File: config.mk
export PLATFORM = sky130hd
export DESIGN_NAME = hs_rx_buffer
export DESIGN_NICKNAME = d
export VERILOG_FILES = /design/src/rtl/hs_rx_buffer_pkg.sv /design/src/rtl/hs_rx_fifo.sv /design/src/rtl/hs_rx_buffer.sv
export SDC_FILE = /design/constraint.sdc
export NUM_CORES = 1
export LEC_CHECK = 0
export ABC_CLOCK_PERIOD_IN_PS = 9100
export BUFFER_PORTS_ARGS = -buffer_cell sky130_fd_sc_hd__buf_2
export CELL_PAD_IN_SITES_DETAIL_PLACEMENT = 1
export CELL_PAD_IN_SITES_GLOBAL_PLACEMENT = 2
export CORE_MARGIN = 1.5
export CORE_UTILIZATION = 46
export DETAILED_ROUTE_END_ITERATION = 12
export GPL_TIMING_DRIVEN = 0
export PLACE_DENSITY = 0.86
export SYNTH_ARGS = -nofsm -noshare
export SYNTH_HDL_FRONTEND = slang
export SYNTH_SLANG_ARGS = --single-unit
export TNS_END_PERCENT = 50
File: constraint.sdc
create_clock -name clk -period 9.1 [get_ports clk]
set_input_delay 0.91 -clock clk [delete_from_list [all_inputs] [get_ports clk]]
set_output_delay 0.91 -clock clk [all_outputs]
set_load 0.02 [all_outputs]
File: src/rtl/hs_rx_buffer_pkg.sv
// Shared handshake parameters: default word width and depth, pointer-width
// derivation and the occupancy state encoding used by the receive buffer.
`timescale 1ns/1ps
package hs_rx_buffer_pkg;

  localparam int unsigned HS_WIDTH = 32;
  localparam int unsigned HS_DEPTH = 4;

  // Pointer width for a power-of-two depth; a one-entry buffer still needs one bit.
  function automatic int unsigned ptr_width(input int unsigned depth);
    return (depth > 1) ? $clog2(depth) : 1;
  endfunction

  typedef enum logic [1:0] {
    StEmpty,
    StPartial,
    StAlmost,
    StFull
  } occ_state_e;

endpackage

File: src/rtl/hs_rx_fifo.sv
// Storage and pointers for the receive buffer. The push and pop inputs are
// already qualified by the parent, so this block never sees an overflowing
// push or an empty pop.
`timescale 1ns/1ps
module hs_rx_fifo
  import hs_rx_buffer_pkg::*;
#(
  parameter int unsigned WIDTH = HS_WIDTH,
  parameter int unsigned DEPTH = HS_DEPTH,
  localparam int unsigned PW = ptr_width(DEPTH),
  localparam int unsigned CW = PW + 1
) (
  input  logic             clk,
  input  logic             rst,
  input  logic             push,
  input  logic             pop,
  input  logic [WIDTH-1:0] wdata,
  output logic [WIDTH-1:0] rdata,
  output logic [CW-1:0]    count
);

  logic [WIDTH-1:0] mem [DEPTH];
  logic [PW-1:0]    head;
  logic [PW-1:0]    tail;
  logic [CW-1:0]    cnt;

  // Storage is cleared on reset so an empty buffer reads back zero.
  always_ff @(posedge clk or posedge rst) begin
    if (rst) begin
      for (int i = 0; i < int'(DEPTH); i++) begin
        mem[i] <= '0;
      end
    end else if (push) begin
      mem[tail] <= wdata;
    end
  end

  // Pointers wrap naturally at DEPTH because DEPTH is a power of two.
  always_ff @(posedge clk or posedge rst) begin
    if (rst) begin
      head <= '0;
      tail <= '0;
    end else begin
      if (push) tail <= tail + PW'(1);
      if (pop)  head <= head + PW'(1);
    end
  end

  // Occupancy; simultaneous push and pop leave it unchanged.
  always_ff @(posedge clk or posedge rst) begin
    if (rst) begin
      cnt <= '0;
    end else begin
      unique case ({push, pop})
        2'b10:   cnt <= cnt + CW'(1);
        2'b01:   cnt <= cnt - CW'(1);
        default: cnt <= cnt;
      endcase
    end
  end

  // Head word is presented straight from storage with no added latency.
  always_comb begin
    rdata = mem[head];
    count = cnt;
  end

endmodule

File: src/rtl/hs_rx_buffer.sv
// Receiving end of the 4-phase request/acknowledge synchronizer. Buffers
// words from the destination side, applies backpressure one slot early so the
// single in-flight word always fits, and tracks overflow and accepted words.
`timescale 1ns/1ps
module hs_rx_buffer
  import hs_rx_buffer_pkg::*;
#(
  parameter int unsigned WIDTH = HS_WIDTH,
  parameter int unsigned DEPTH = HS_DEPTH
) (
  input  logic                      clk,
  input  logic                      rst,
  input  logic                      hs_valid,
  input  logic [WIDTH-1:0]          hs_data,
  output logic                      hs_busy,
  output logic                      out_valid,
  input  logic                      out_ready,
  output logic [WIDTH-1:0]          out_data,
  output logic [ptr_width(DEPTH):0] count,
  output logic                      ovf_err,
  output logic [15:0]               rx_cnt
);

  localparam int unsigned CW = ptr_width(DEPTH) + 1;
  localparam logic [CW-1:0] CntFull   = CW'(DEPTH);
  localparam logic [CW-1:0] CntAlmost = CW'(DEPTH - 1);

  logic [CW-1:0] fifo_count;
  logic [CW-1:0] count_nxt;
  logic          full;
  logic          pop;
  logic          accept;
  logic          drop;
  occ_state_e    state;

  hs_rx_fifo #(
    .WIDTH (WIDTH),
    .DEPTH (DEPTH)
  ) u_fifo (
    .clk   (clk),
    .rst   (rst),
    .push  (accept),
    .pop   (pop),
    .wdata (hs_data),
    .rdata (out_data),
    .count (fifo_count)
  );

  // Push/pop qualification; a pop at full frees the slot for a same-edge push.
  always_comb begin
    full      = (fifo_count == CntFull);
    pop       = out_valid & out_ready;
    accept    = hs_valid & (~full | pop);
    drop      = hs_valid & full & ~pop;
    count_nxt = fifo_count;
    if (accept & ~pop)      count_nxt = fifo_count + CW'(1);
    else if (pop & ~accept) count_nxt = fifo_count - CW'(1);
  end

  // Occupancy state follows the next count so it stays aligned with the FIFO.
  always_ff @(posedge clk or posedge rst) begin
    if (rst) begin
      state <= StEmpty;
    end else begin
      if (count_nxt == '0)             state <= StEmpty;
      else if (count_nxt == CntFull)   state <= StFull;
      else if (count_nxt == CntAlmost) state <= StAlmost;
      else                             state <= StPartial;
    end
  end

  // Sticky overflow flag: a word arrived with no room and no same-edge pop.
  always_ff @(posedge clk or posedge rst) begin
    if (rst) begin
      ovf_err <= 1'b0;
    end else if (drop) begin
      ovf_err <= 1'b1;
    end
  end

  // Accepted-word counter, wraps at 16 bits; dropped words are not counted.
  always_ff @(posedge clk or posedge rst) begin
    if (rst) begin
      rx_cnt <= '0;
    end else if (accept) begin
      rx_cnt <= rx_cnt + 16'd1;
    end
  end

  // Outputs decoded from the registered occupancy state.
  always_comb begin
    out_valid = (state != StEmpty);
    hs_busy   = (state == StAlmost) || (state == StFull);
    count     = fifo_count;
  end

endmodule

==> flow_summary.json <==
{
  "worst_pin_slew_ns": 0.729,
  "synthCells": 446,
  "yosysMostFrequentCell": "dfrtp_1",
  "grt_start_max_net_pins": 104,
  "cts_resized": 0,
  "maxSlewHeadroom_pct": 51.4,
  "crit_required_ns": 8.19,
  "dpl-instance-area_mm2": 0.00799,
  "gp_congestion": 0.788,
  "post_cts_buffers": 0,
  "postLayoutCellArea_mm2": 0.00860,
  "layout.nets": 601,
  "wl_per_cell_um": 19.3,
  "io_buffers": 89,
  "cap_violations": 0,
  "whs_path_depth": 1,
  "cts_buffers": 17,
  "die-area_mm2": 0.0165,
  "r2r-start": "u_fifo.count[0]",
  "ys_seq_area_share_pct": 53.2,
  "crit_arrival_ns": 2.33,
  "drt-pass1-iter-count": 4,
  "grt_use_met2_pct": 34.6,
  "crit_chain": "clkbuf_1 -> buf_2 -> mux4_2 -> buf_2",
  "grt_pass1_vias": 4726,
  "fin_tns_setup_ns": 0,
  "hold_viol": 0,
  "vdd_drop_max_uv": 188,
  "netlist_area_mm2": 0.00725,
  "cts_tree": "built",
  "cts.reportedPaths.clkPinSlew_ns": 0.06,
  "synth_top_family_by_area": "multiplexers",
  "crit_top_cell": "buf_2",
  "hp-class": "flip-flop to flip-flop",
  "die_h_um": 129,
  "fp.dieW_um": 129,
  "worstSetupPathType": "flip-flop to output pin",
  "drv_slew": 0,
  "synth_top_area_share_pct": 53.2,
  "start_kind": "flip-flop",
  "dpl.hpwl_mm": 10.1,
  "clock-sinks": 154,
  "crit_path_max_incr_delay_ns": 0.58,
  "drt-initial-drc-count": 110,
  "cellLeakagePower_nw": 4.05,
  "whs_ns": 0.468,
  "synth_area_per_cell_um2": 16.2,
  "fin_crit_ns": 3.24,
  "synth-xor-area-share_pct": 2.66,
  "cp-end-kind": "output pin",
  "muxShareOfSynthArea_pct": 33.4,
  "synthAdderAreaFrac_pct": 1.73,
  "yosysWarningCount": 0,
  "drive_gt1_share_pct": 53.9,
  "grt_use_total_pct": 20.3,
  "startpoint": "u_fifo.head[0]",
  "overflow": 0,
  "start_util_pct": 47.3,
  "antenna-diode-count": 0,
  "synthesis.nets": 492,
  "synthTopCellsByCount": "dfrtp_1 (154), mux2_2 (68), mux2_4 (60)",
  "clock_latency_ns": 0.42,
  "crit_cells": 4,
  "met1_usage_pct": 26.0,
  "ys_types": 41,
  "period_share_pct": 35.6,
  "rr_endpoint": "state[1]",
  "antenna_left": 0,
  "synthFlopType": "dfrtp_1",
  "drc": 0,
  "rows": 45,
  "max_freq_ghz": 0.308,
  "synthSimpleGateAreaFrac_pct": 4.28,
  "reg2reg_setup_slack_ns": 5.98,
  "root_buffer": "clkbuf_16",
  "io_pins": 90,
  "routed_via_density": 5.25,
  "setup_viol": 0,
  "htree_levels": 4,
  "critPathBufInv": 3,
  "wl_mm": 15.1,
  "grt.busiest_layer": "met2",
  "rsz0062_at_grt": "no",
  "cp_max_fo": 10,
  "antenna_found_initial": 0,
  "syn_to_final_growth_pct": 18.7,
  "synthArstFlopShare_pct": 100,
  "finClkSkew_ns": 0.0111,
  "synth-compound-area-share_pct": 1.16,
  "min_from": "rx_cnt[15]",
  "ys_top_cells_by_area": "dfrtp_1 (53%), mux2_4 (12%), mux2_2 (11%), mux4_2 (9.9%), ha_1 (1.7%)",
  "crit_path_end": "out_data[13]",
  "met3_usage_pct": 5.41,
  "cts_buffer_depth": 2,
  "slowest_stage": "mux4_2",
  "ys_seq_elements": 154,
  "ff2ff_path_depth": 12,
  "holdBufCountCts": 0,
  "grt_pass1_wl_mm": 25.3,
  "synth_edf_count": 0,
  "yosys.area.top_type": "dfrtp_1",
  "cpLargestDelayFamily": "buffers and inverters",
  "power_density_mw_per_mm2": 408,
  "status": "finished clean",
  "route.vias.total": 4092,
  "core_area_mm2": 0.0153
}
-- final cells by class --
cell class / instances / area [µm²]
Clock inverter: 10 / 140
Clock buffer: 22 / 474
Fill cell: 1498 / 6710
Multi-Input combinational cell: 258 / 3130
Tap cell: 211 / 264
Timing Repair Buffer: 90 / 473
Buffer: 24 / 221
Sequential cell: 154 / 3850
Inverter: 10 / 45.0
-- how the worst min path moves through the flow --
stage	endpoint	slack [ns]
after floorplan	u_fifo.mem[31]	0.46
after global placement	ovf_err	0.45
after detailed placement	rx_cnt[15]	0.47
after CTS	rx_cnt[15]	0.48
after global routing	rx_cnt[15]	0.50
final	rx_cnt[15]	0.47
-- placed cells by master (no fill, tap or decap), drive strengths merged, types with 2 or more instances in the layout --
cell | Yosys | routed
dfrtp | 154 | 154
mux2 | 129 | 129
buf | 16 | 106
mux4 | 32 | 32
clkbuf | 8 | 30
nand2 | 19 | 19
xnor2 | 12 | 12
inv | 10 | 11
xor2 | 10 | 10
ha | 10 | 10
nor2 | 8 | 8
nor3 | 5 | 5
o21ai | 5 | 5
nand3 | 4 | 4
and4 | 3 | 3
and3 | 3 | 3
bufinv | 0 | 3
clkinvlp | 0 | 3
clkinv | 0 | 3
o2111ai | 2 | 2
nor4 | 2 | 2
mux2i | 2 | 2
nand4 | 2 | 2
-- kinds of logic (layout without fill, tap and decap cells) --
kind of cell / count (synthesis) / in the layout
buffers and inverters: 34 / 156
AO/OA/AOI/OAI: 11 / 11
AND/OR/NAND/NOR: 52 / 52
multiplexers: 163 / 163
flip-flops: 154 / 154
XOR/XNOR: 22 / 22
adder cells (fa/ha/maj): 10 / 10
-- flip-flops by register name, indices dropped and copies added, names as in the netlist --
name and cells:
u_fifo.head 2, rx_cnt 16, ovf_err 1, u_fifo.mem 128, state 2, u_fifo.count 3
u_fifo.tail 2
-- where the power goes --
part	internal (mW)	total, mW	switching [mW]
registers	1.02	1.21	0.196
clock network	0.454	0.729	0.276
logic	0.842	1.57	0.724
-- layer usage --
metal  share of wire [%]  wire, µm
met4                0.88       132
met2                  50      7540
met1                  45      6810
met3                 3.9       586
met5                   0         0
-- per-stage QoR --
stage | power (mW) | util [%] | setup slack [ns] | std cells
final | 3.51 | 56.2 | 5.86 | 779
after global routing | 3.72 | 56.2 | 5.69 | 779
after CTS | 3.56 | 56.2 | 5.75 | 779
after detailed placement | 2.81 | 52.2 | 5.83 | 747
after global placement | 2.72 | 51.9 | 2.45 | 746
after floorplan | 2.38 | - | 4.04 | 446
No activity file was read; power rests on OpenSTA's default activity.
